### config.mk
export PLATFORM = sky130hd
export DESIGN_NAME = nibble_serial_adder_ctrl
export DESIGN_NICKNAME = d
export VERILOG_FILES = /design/src/rtl/nibble_serial_adder_ctrl.sv
export SDC_FILE = /design/constraint.sdc
export NUM_CORES = 1
export LEC_CHECK = 0
export CORE_MARGIN = 1
export CORE_UTILIZATION = 41
export CTS_CLUSTER_SIZE = 40
export DETAILED_ROUTE_END_ITERATION = 6
export PLACE_DENSITY_LB_ADDON = 0.12
export SYNTH_ARGS = -nofsm -noshare
export SYNTH_HDL_FRONTEND = slang
export SYNTH_SLANG_ARGS = --single-unit
### constraint.sdc
create_clock -name clk -period 2.1 [get_ports clk]
set_input_delay 0.21 -clock clk [delete_from_list [all_inputs] [get_ports clk]]
set_output_delay 0.21 -clock clk [all_outputs]
set_load 0.01 [all_outputs]
### src/rtl/nibble_serial_adder_ctrl.sv
// Sequencing controller that streams a 4*WORDS-bit addition through an external
// combinational 4-bit adder, one nibble per cycle, with valid/ready at both ends.
module nibble_serial_adder_ctrl #(
  parameter int WORDS = 4
) (
  input  logic               clk,
  input  logic               rst,
  input  logic               in_valid,
  output logic               in_ready,
  input  logic [4*WORDS-1:0] op_a,
  input  logic [4*WORDS-1:0] op_b,
  input  logic               op_cin,
  output logic [3:0]         add_a,
  output logic [3:0]         add_b,
  output logic               add_cin,
  input  logic [3:0]         add_sum,
  input  logic               add_cout,
  output logic               out_valid,
  input  logic               out_ready,
  output logic [4*WORDS-1:0] result,
  output logic               result_cout,
  output logic               overflow
);

  localparam int W     = 4 * WORDS;
  localparam int IDX_W = (WORDS > 1) ? $clog2(WORDS) : 1;
  localparam logic [IDX_W-1:0] LAST_IDX = IDX_W'(WORDS - 1);

  typedef enum logic [1:0] {
    IDLE,
    ADD,
    DONE
  } state_e;

  state_e           state_q;
  logic [W-1:0]     a_sh_q;
  logic [W-1:0]     b_sh_q;
  logic [W-1:0]     res_sh_q;
  logic             carry_q;
  logic             sa_q;
  logic             sb_q;
  logic [IDX_W-1:0] idx_q;
  logic [W-1:0]     res_sh_d;

  // Each adder sum nibble enters at the top so the low nibble ends up at bit 0.
  generate
    if (WORDS == 1) begin : g_single
      assign res_sh_d = add_sum;
    end else begin : g_multi
      assign res_sh_d = {add_sum, res_sh_q[W-1:4]};
    end
  endgenerate

  // NOTE: the datapath shifters are reset along with the FSM so an aborted add
  // leaves the result outputs at zero rather than holding partial sums.
  always_ff @(posedge clk or posedge rst) begin
    if (rst) begin
      state_q  <= IDLE;
      a_sh_q   <= '0;
      b_sh_q   <= '0;
      res_sh_q <= '0;
      carry_q  <= 1'b0;
      sa_q     <= 1'b0;
      sb_q     <= 1'b0;
      idx_q    <= '0;
    end else begin
      case (state_q)
        IDLE: begin
          if (in_valid) begin
            a_sh_q  <= op_a;
            b_sh_q  <= op_b;
            carry_q <= op_cin;
            sa_q    <= op_a[W-1];
            sb_q    <= op_b[W-1];
            idx_q   <= '0;
            state_q <= ADD;
          end
        end
        ADD: begin
          res_sh_q <= res_sh_d;
          carry_q  <= add_cout;
          a_sh_q   <= a_sh_q >> 4;
          b_sh_q   <= b_sh_q >> 4;
          idx_q    <= idx_q + 1'b1;
          if (idx_q == LAST_IDX) begin
            state_q <= DONE;
          end
        end
        DONE: begin
          if (out_ready) begin
            state_q <= IDLE;
          end
        end
        default: state_q <= IDLE;
      endcase
    end
  end

  // Handshake flags depend on state only: no path from in_valid or out_ready.
  assign in_ready  = (state_q == IDLE);
  assign out_valid = (state_q == DONE);

  assign add_a   = (state_q == ADD) ? a_sh_q[3:0] : 4'h0;
  assign add_b   = (state_q == ADD) ? b_sh_q[3:0] : 4'h0;
  assign add_cin = (state_q == ADD) ? carry_q     : 1'b0;

  assign result      = res_sh_q;
  assign result_cout = carry_q;
  assign overflow    = (sa_q == sb_q) & (res_sh_q[W-1] != sa_q);

endmodule
==> results list, run 1 <==
- Clock-pin slew was measured on the worst setup and hold paths at around 90 ps.
* Share of final-layout standard cells stronger than drive strength 1: 14.5%
* Share of the yosys chip area belonging to registers: a little over half
* Post-detail-place hpwl: 3.58 mm
* Synth warn: 0
* Length of the first detailed-routing pass in iterations: 5
- The die covers approximately 6600 um2.
- Wire length after detailed routing: between 5 and 6 mm
* Number of enable flip-flop cells after synthesis: 0
- Setup repair after global routing left no endpoint under its margin.
- The total area inside the core boundary comes to approximately 6000 um2.
- Cell count after synthesis: 222
* Outcome: finished, final reports clean
- Pin count of the biggest net entering global routing: 56
* Post-synthesis async set-or-reset flop share: between 90% and 100%
- Average size of a mapped cell: around 12 um2
* Number of pins exceeding their max-slew limit in the final report: 0
- The die is 81.4 um tall.
* Final Critical Period: slightly below 2000 ps
- In this run the worst hold path is classified as in2async.
- Sum of internal, switching and leakage power: approximately 5.1 mW
* Inserted Clock Buffers: 5
* Clock Sinks: 55
- The hold violation total from the final report was 0.
* Leading area contributor after synthesis: sky130_fd_sc_hd__dfrtp_1
- Summing all non-filler instances in the final layout gives an area of 3420 um2.
- Max-cap viol count: 0
- Cell family with most CP delay: buffers and inverters
* Final routed wire length divided by cell count: about 15 um
- Insertion delay to the later sink of the worst-skew pair: a little over 300 ps
- Number of H-tree levels: 2
* Remaining antenna violation count: 0
- Input and output buffers added on the ports amount to 70.
- Design internal power: 3.31 mW
- Across the routed clock network, the largest skew measured is 4.82 ps.
* Cell variety after synth: 29
- The longest clock path from root to sink contains 2 buffers.
* Initial DRC Count: 138
- Global routing consumed, over all layers together, 18.1% of the routing resources.
- The initial antenna violation count is 0.
* Crit path largest cell delay: roughly 560 ps
* Wire length of the first global-routing pass: 9.03 mm
- Net switching is a little over a third of the power.
- After synthesis the cells add up to around 2600 um2.
- Net load switching power: 1.79 mW
* Cells traversed along the worst timing path: buf_4, nor2b_1, clkdlybuf4s50_1
- Post-synthesis to final-layout area growth: 32.4%
* Number of vias in the routed layout: between 1500 and 2000
- The number of global-route vias before repair came to 1888.
- At the pin with the least slew margin, the transition time is 691 ps.
- Per report_power, the sequential group accounts for 36.1% of the total.
- Instance area after placement: 3320 um2
* Largest cells by area after synthesis: sky130_fd_sc_hd__dfrtp_1 53%, sky130_fd_sc_hd__mux2_2 7.8%, sky130_fd_sc_hd__a222oi_1 5.4%
- After detailed routing, the number of remaining DRC violations is 0.
- Fin Setup TNS: 0 ps
- Diode count: 0
- TritonCTS built the clock tree.
- CTS Root Cell: sky130_fd_sc_hd__clkbuf_8
* Type of the worst setup path: reg2out
- Crit path buf inv count: 2
* Cell with the most instances after synthesis: sky130_fd_sc_hd__dfrtp_1
- For this design the static power due to leakage is 1.48 nW.
* Top cells by instance count after synthesis: 55 x sky130_fd_sc_hd__dfrtp_1, 29 x sky130_fd_sc_hd__inv_1, 19 x sky130_fd_sc_hd__nor2_1, 18 x sky130_fd_sc_hd__mux2_2, 15 x sky130_fd_sc_hd__nor2b_1
* CP startpoint kind: register
- In the final design database the tool counted 332 nets.
- Clock power frac: 12.5%
* Arrival time reported for the critical path endpoint: 1760 ps
- The worst path uses 93.8% of the clock period.
- The worst-case IR drop observed on VDD is 0.000837 V.
* Top achievable clock speed: 508 MHz
* Placement row count: 28
* Area share of the leading cell type in the synthesized netlist: 53.2%
- During I/O placement, the number of pins put on the boundary was 71.
* Worst slew margin: 53.8%
* Required time of the critical path: 1890 ps
- After global routing the overflow that remains totals 0.
- R2R Setup Slk: 440 ps
* Net count after synthesis: 265
- Number of storage elements in the synthesis netlist: 55
- Gate power share: 51.4%
* RePlAce Congestion: ~0.67
- Number of inserted filler cells in the final layout: 541
- Starting Density: 43.2%
- Crit end category: primary output
- Setup violations remaining at the end of the flow were counted as 0.
- The most used flip-flop cell after synthesis is sky130_fd_sc_hd__dfrtp_1.
- Pwr Density: 1490 nW/um2
- Cells fill 57.2% of the core in the end.
- Horizontal extent of the die: around 81 um
* Worst-path fanout max: 18
- Among all stages on the critical path, the largest delay is contributed by sky130_fd_sc_hd__clkdlybuf4s50_1.
- Vias per std cell: 5.24
-- layer usage --
metal,global-route usage (%),vias up,wire [um]
met2,28.5,56,2460
li1,-,922,-
met1,24.1,929,2550
met3,4.44,7,326
met5,0,-,0
met4,6.96,0,89
-- worst paths after layout --
path	start	endpoint	cells after the start
worst max-delay path	state_q[1]$_DFFE_PP0P_	out_valid	3
worst min-delay path	rst	result[15]$_DFFE_PP0N_	3
worst max register to register	state_q[0]$_DFFE_PP0P_	b_sh_q[8]$_DFFE_PP0P_	3
worst min register to register	idx_q[0]$_DFFE_PP0P_	idx_q[0]$_DFFE_PP0P_	1
max in group asynchronous	rst	b_sh_q[0]$_DFFE_PP0P_	3
min in group clk	out_ready	state_q[1]$_DFFE_PP0P_	3
-- repair_timing --
item                                    in CTS  in global routing
hold buffers                                 0                  0
endpoints found under the setup margin       0                  8
gates resized for setup                      0                  1
setup buffers                                0                  0
-- stage by stage --
step | hold WS, ps | setup WS (ps) | std cells
after detailed placement | 476 | 184 | 357
after floorplan | 350 | 547 | 222
after global placement | 473 | 219 | 357
after global routing | 297 | 48.4 | 365
final | 259 | 131 | 365
after CTS | 267 | 4.97 | 365
-- cells by family (layout without fill, tap and decap cells) --
| kind of cell | count (synthesis) | after routing | share of synthesized area, % |
|---|---|---|---|
| and+or+nand+nor | 60 | 60 | 14.3 |
| DFF | 55 | 55 | 53.2 |
| buffers and inverters | 48 | 116 | 9.58 |
| AOI/OAI and AO/OA | 39 | 39 | 14.2 |
| muxes | 19 | 19 | 8.22 |
| adders and majority gates | 1 | 1 | 0.484 |
-- state kept, by name, indices dropped and copies added, names as in the netlist --
signal / count
a_sh_q: 16
sb_q: 1
state_q: 2
b_sh_q: 16
result: 16
result_cout: 1
idx_q: 2
sa_q: 1
-- cell type report --
type / count / area (um2) / share of cell area [%]
clock buffers: 8 / 100 / 2.92
inverters: 29 / 109 / 3.18
multi-input cells: 119 / 965 / 28.2
flip-flops and latches: 55 / 1380 / 40.2
well taps: 75 / 93.8 / 2.74
repair buffers: 79 / 781 / 22.8
-- cells in the final DEF, fill, tap and decap left out --
cell type / instances
sky130_fd_sc_hd__clkdlybuf4s50_1: 70
sky130_fd_sc_hd__dfrtp_1: 55
sky130_fd_sc_hd__inv_1: 28
sky130_fd_sc_hd__nor2_1: 19
sky130_fd_sc_hd__mux2_2: 18
sky130_fd_sc_hd__nor2b_1: 15
sky130_fd_sc_hd__a222oi_1: 14
sky130_fd_sc_hd__nor4b_1: 10
sky130_fd_sc_hd__a221oi_1: 10
sky130_fd_sc_hd__buf_4: 8
sky130_fd_sc_hd__a22o_1: 7
sky130_fd_sc_hd__clkbuf_8: 7
sky130_fd_sc_hd__nand2_1: 4
sky130_fd_sc_hd__nand2b_1: 3
sky130_fd_sc_hd__nand3b_1: 3
sky130_fd_sc_hd__o221ai_1: 3
sky130_fd_sc_hd__nor3b_4: 1
sky130_fd_sc_hd__o21bai_4: 1
sky130_fd_sc_hd__nor2b_4: 1
sky130_fd_sc_hd__nand2b_2: 1
sky130_fd_sc_hd__o21ba_2: 1
sky130_fd_sc_hd__mux2i_1: 1
sky130_fd_sc_hd__a21oi_1: 1
sky130_fd_sc_hd__o22ai_1: 1
sky130_fd_sc_hd__and2_1: 1
sky130_fd_sc_hd__inv_2: 1
sky130_fd_sc_hd__or2_2: 1
sky130_fd_sc_hd__or4b_1: 1
sky130_fd_sc_hd__o221a_2: 1
sky130_fd_sc_hd__ha_1: 1
sky130_fd_sc_hd__clkbuf_1: 1
sky130_fd_sc_hd__buf_12: 1
-- power groups by stage --
| stage | Sequential [mW] | Clock, mW | Combinational (mW) |
|---|---|---|---|
| 2_1_floorplan | 1.88 | 0 | 1.70 |
| 3_3_place_gp | 1.84 | 0 | 2.59 |
| 3_5_place_dp | 1.87 | 0 | 2.64 |
| 4_1_cts | 1.85 | 0.666 | 2.65 |
| 5_1_grt | 1.91 | 0.712 | 2.90 |
| 6_report | 1.84 | 0.637 | 2.62 |
-- tightest hold or removal path, delay by kind of cell --
| kind | cells | cell delay [ps] |
|---|---|---|
| buf+inv | 3 | 760 |
No activity file was read; power rests on OpenSTA's default activity.
==> run 2: changes to the inputs <==
--- a/config.mk
+++ b/config.mk
@@ -7,6 +7,7 @@
 export LEC_CHECK = 0
 export CORE_MARGIN = 1
 export CORE_UTILIZATION = 41
+export CTS_BUF_LIST = sky130_fd_sc_hd__clkbuf_16
 export CTS_CLUSTER_SIZE = 40
 export DETAILED_ROUTE_END_ITERATION = 6
 export PLACE_DENSITY_LB_ADDON = 0.12
==> run 2 against run 1 <==
  * Clock skew fell by 2.9 ps
  * Count of clock-buffer cells in the layout down 3
  * Critical endpoint unchanged
  * Clock power is 22% higher
  * Largest cell class unchanged
  * Wire length about the same
  * Sequential power about the same
  * Highest routed layer unchanged
  * Die area did not move
==> results list, run 2 (synthesis results as in run 1) <==
- Pin count of the biggest net entering global routing: 56
- Count of placed standard cells in the final layout, fillers left out: 365
- RePlAce Congestion: 0.670
- Final number of setup-violating endpoints: 0
- Required time of the critical path: 1890 ps
- The die is 81.4 um tall.
- Net count of the finished layout: 332
- For this design the static power due to leakage is around 1.5 nW.
* Wire length after detailed routing: 5.43 mm
- Final hold analysis gives a worst-case slack of 296 ps.
- approximately 70 I/O pins were placed.
- Global route total overflow: 0
- Post-detail-place hpwl: around 3.6 mm
- For the pin with the worst max-slew slack, the measured transition is between 700 and 800 ps.
- The pre-antenna-repair detailed-routing pass consisted of 6 iterations.
- In this run the remaining antenna-violating nets after routing total 0.
- Inserted Clock Buffers: 5
- Arrival time reported for the critical path endpoint: 1720 ps
- Across all layers, the routed design uses 1899 vias.
- CTS tree: built
- VDD sags by at most 0.000811 V.
* Initial antenna violation count: 0
* Vias per std cell: 5.20
- The floorplan has 28 rows.
- Clock latency on the worst-skew pair, taken at its later pin, is between 200 and 300 ps.
- Diode count: 0
- The tree is rooted in a sky130_fd_sc_hd__clkbuf_16.
- Across the run, the number of max-cap violations was 0.
- Post-Route Skew: 1.93 ps
- Cells with a size suffix above 1 make up between 10% and 20% of the layout.
- The worst setup path is of the reg2out kind.
- Area of the core: 5990 um2
- The clock net in this run drives a total of 55 sinks.
- The run finished with clean final reports.
- Count of hold buffers inserted by post-cts repair: 0
* Number of buffer cells added on primary ports: 70
- Most frequent standard cell in the layout excluding fill and tap cells: sky130_fd_sc_hd__clkdlybuf4s50_1
- In this run the worst path has a maximum fanout of 18.
- Number of pins exceeding their max-slew limit in the final report: 0
- Fin crit share: between 90 and 100%
- Crit end category: primary output
- Top achievable clock speed: about 520 MHz
* Global-route usage over all layers: 17.9%
- Final routed wire length divided by cell count: about 15 um
* Total die area: 6630 um2
- Including well taps, the total number of placed cells is between 300 and 400.
* Horizontal extent of the die: between 80 and 90 um
- Pwr Density: 1520 nW/um2
* Number of H-tree levels: 2
- Worst slew margin: 52.1%
* Residual DRC count: 0
* Final count of hold timing violations: 0
* Number of global-route vias before repair: 1873
- Sum of internal, switching and leakage power: roughly 5.2 mW
- Buffer depth of the longest clock path: 2
- The min-delay analysis places its worst path in the category in2async.
- Commonest cells after routing, fill and taps aside: 70 x sky130_fd_sc_hd__clkdlybuf4s50_1, 55 x sky130_fd_sc_hd__dfrtp_1, 29 x sky130_fd_sc_hd__inv_1, 19 x sky130_fd_sc_hd__nor2_1, 18 x sky130_fd_sc_hd__mux2_2
* Final Critical Period: 1930 ps
* Initial DRC Count: 167
- CP startpoint kind: register
- Starting Density: 43.2%
* Clock slew at the register clock pins of the worst setup and hold paths: roughly 70 ps
- The first global-routing pass estimated about 9.0 mm of wire.
- Post-synthesis to final-layout area growth: 33.8%
* Final core utilization: 57.8%
- Fin Setup TNS: 0 ps
- RSZ-0062 raised after global routing: no
==> run 2: worst max-delay path: stages, from the launching register on <==
cell and delay (ps):
sky130_fd_sc_hd__dfrtp_1 420, sky130_fd_sc_hd__buf_4 270, sky130_fd_sc_hd__nor2b_1 200, sky130_fd_sc_hd__clkdlybuf4s50_1 560
==> run 2: metal layers <==
metal,share of wire (%),wire length [um],global-route usage [%]
met1,48,2590,24.7
met2,46,2490,28.4
met3,5.5,296,3.44
met4,1.0,55,5.36
met5,0,0,0
==> run 2: final timing paths <==
kind / startpoint / endpoint / slack (ps) / cells past startpoint
setup reg to reg: state_q[0]$_DFFE_PP0P_ / b_sh_q[8]$_DFFE_PP0P_ / 420 / 3
max in group asynchronous: rst / b_sh_q[4]$_DFFE_PP0P_ / 1570 / 3
hold reg to reg: idx_q[0]$_DFFE_PP0P_ / idx_q[0]$_DFFE_PP0P_ / 500 / 1
min in group clk: idx_q[0]$_DFFE_PP0P_ / idx_q[0]$_DFFE_PP0P_ / 500 / 1
hold / removal: rst / result[15]$_DFFE_PP0N_ / 300 / 3
setup / recovery: state_q[1]$_DFFE_PP0P_ / out_valid / 170 / 3
==> run 2: cell type report <==
type	instances	area, um2
multi-input cells	119	965
repair buffers	79	781
clock buffers	5	125
inverters	29	109
fillers	536	2530
flip-flops and latches	55	1380
clock inverters	3	11.3
well taps	75	93.8
==> run 2: through the flow <==
stage                     cell area, um2  worst slack [ps]
after floorplan                     2590               547
after global routing                3460              93.2
after detailed placement            3320               184
final                               3460               168
after CTS                           3460              49.2
after global placement              3320               219
==> run 2: what timing repair did <==
item,in CTS,in global routing
setup endpoints to repair,0,6
setup buffers,0,0
resized for setup,0,1
==> run 2: report_power, final <==
group,switching [mW],internal [mW]
Sequential,0.260,1.59
Clock,0.349,0.430
Combinational,1.20,1.42
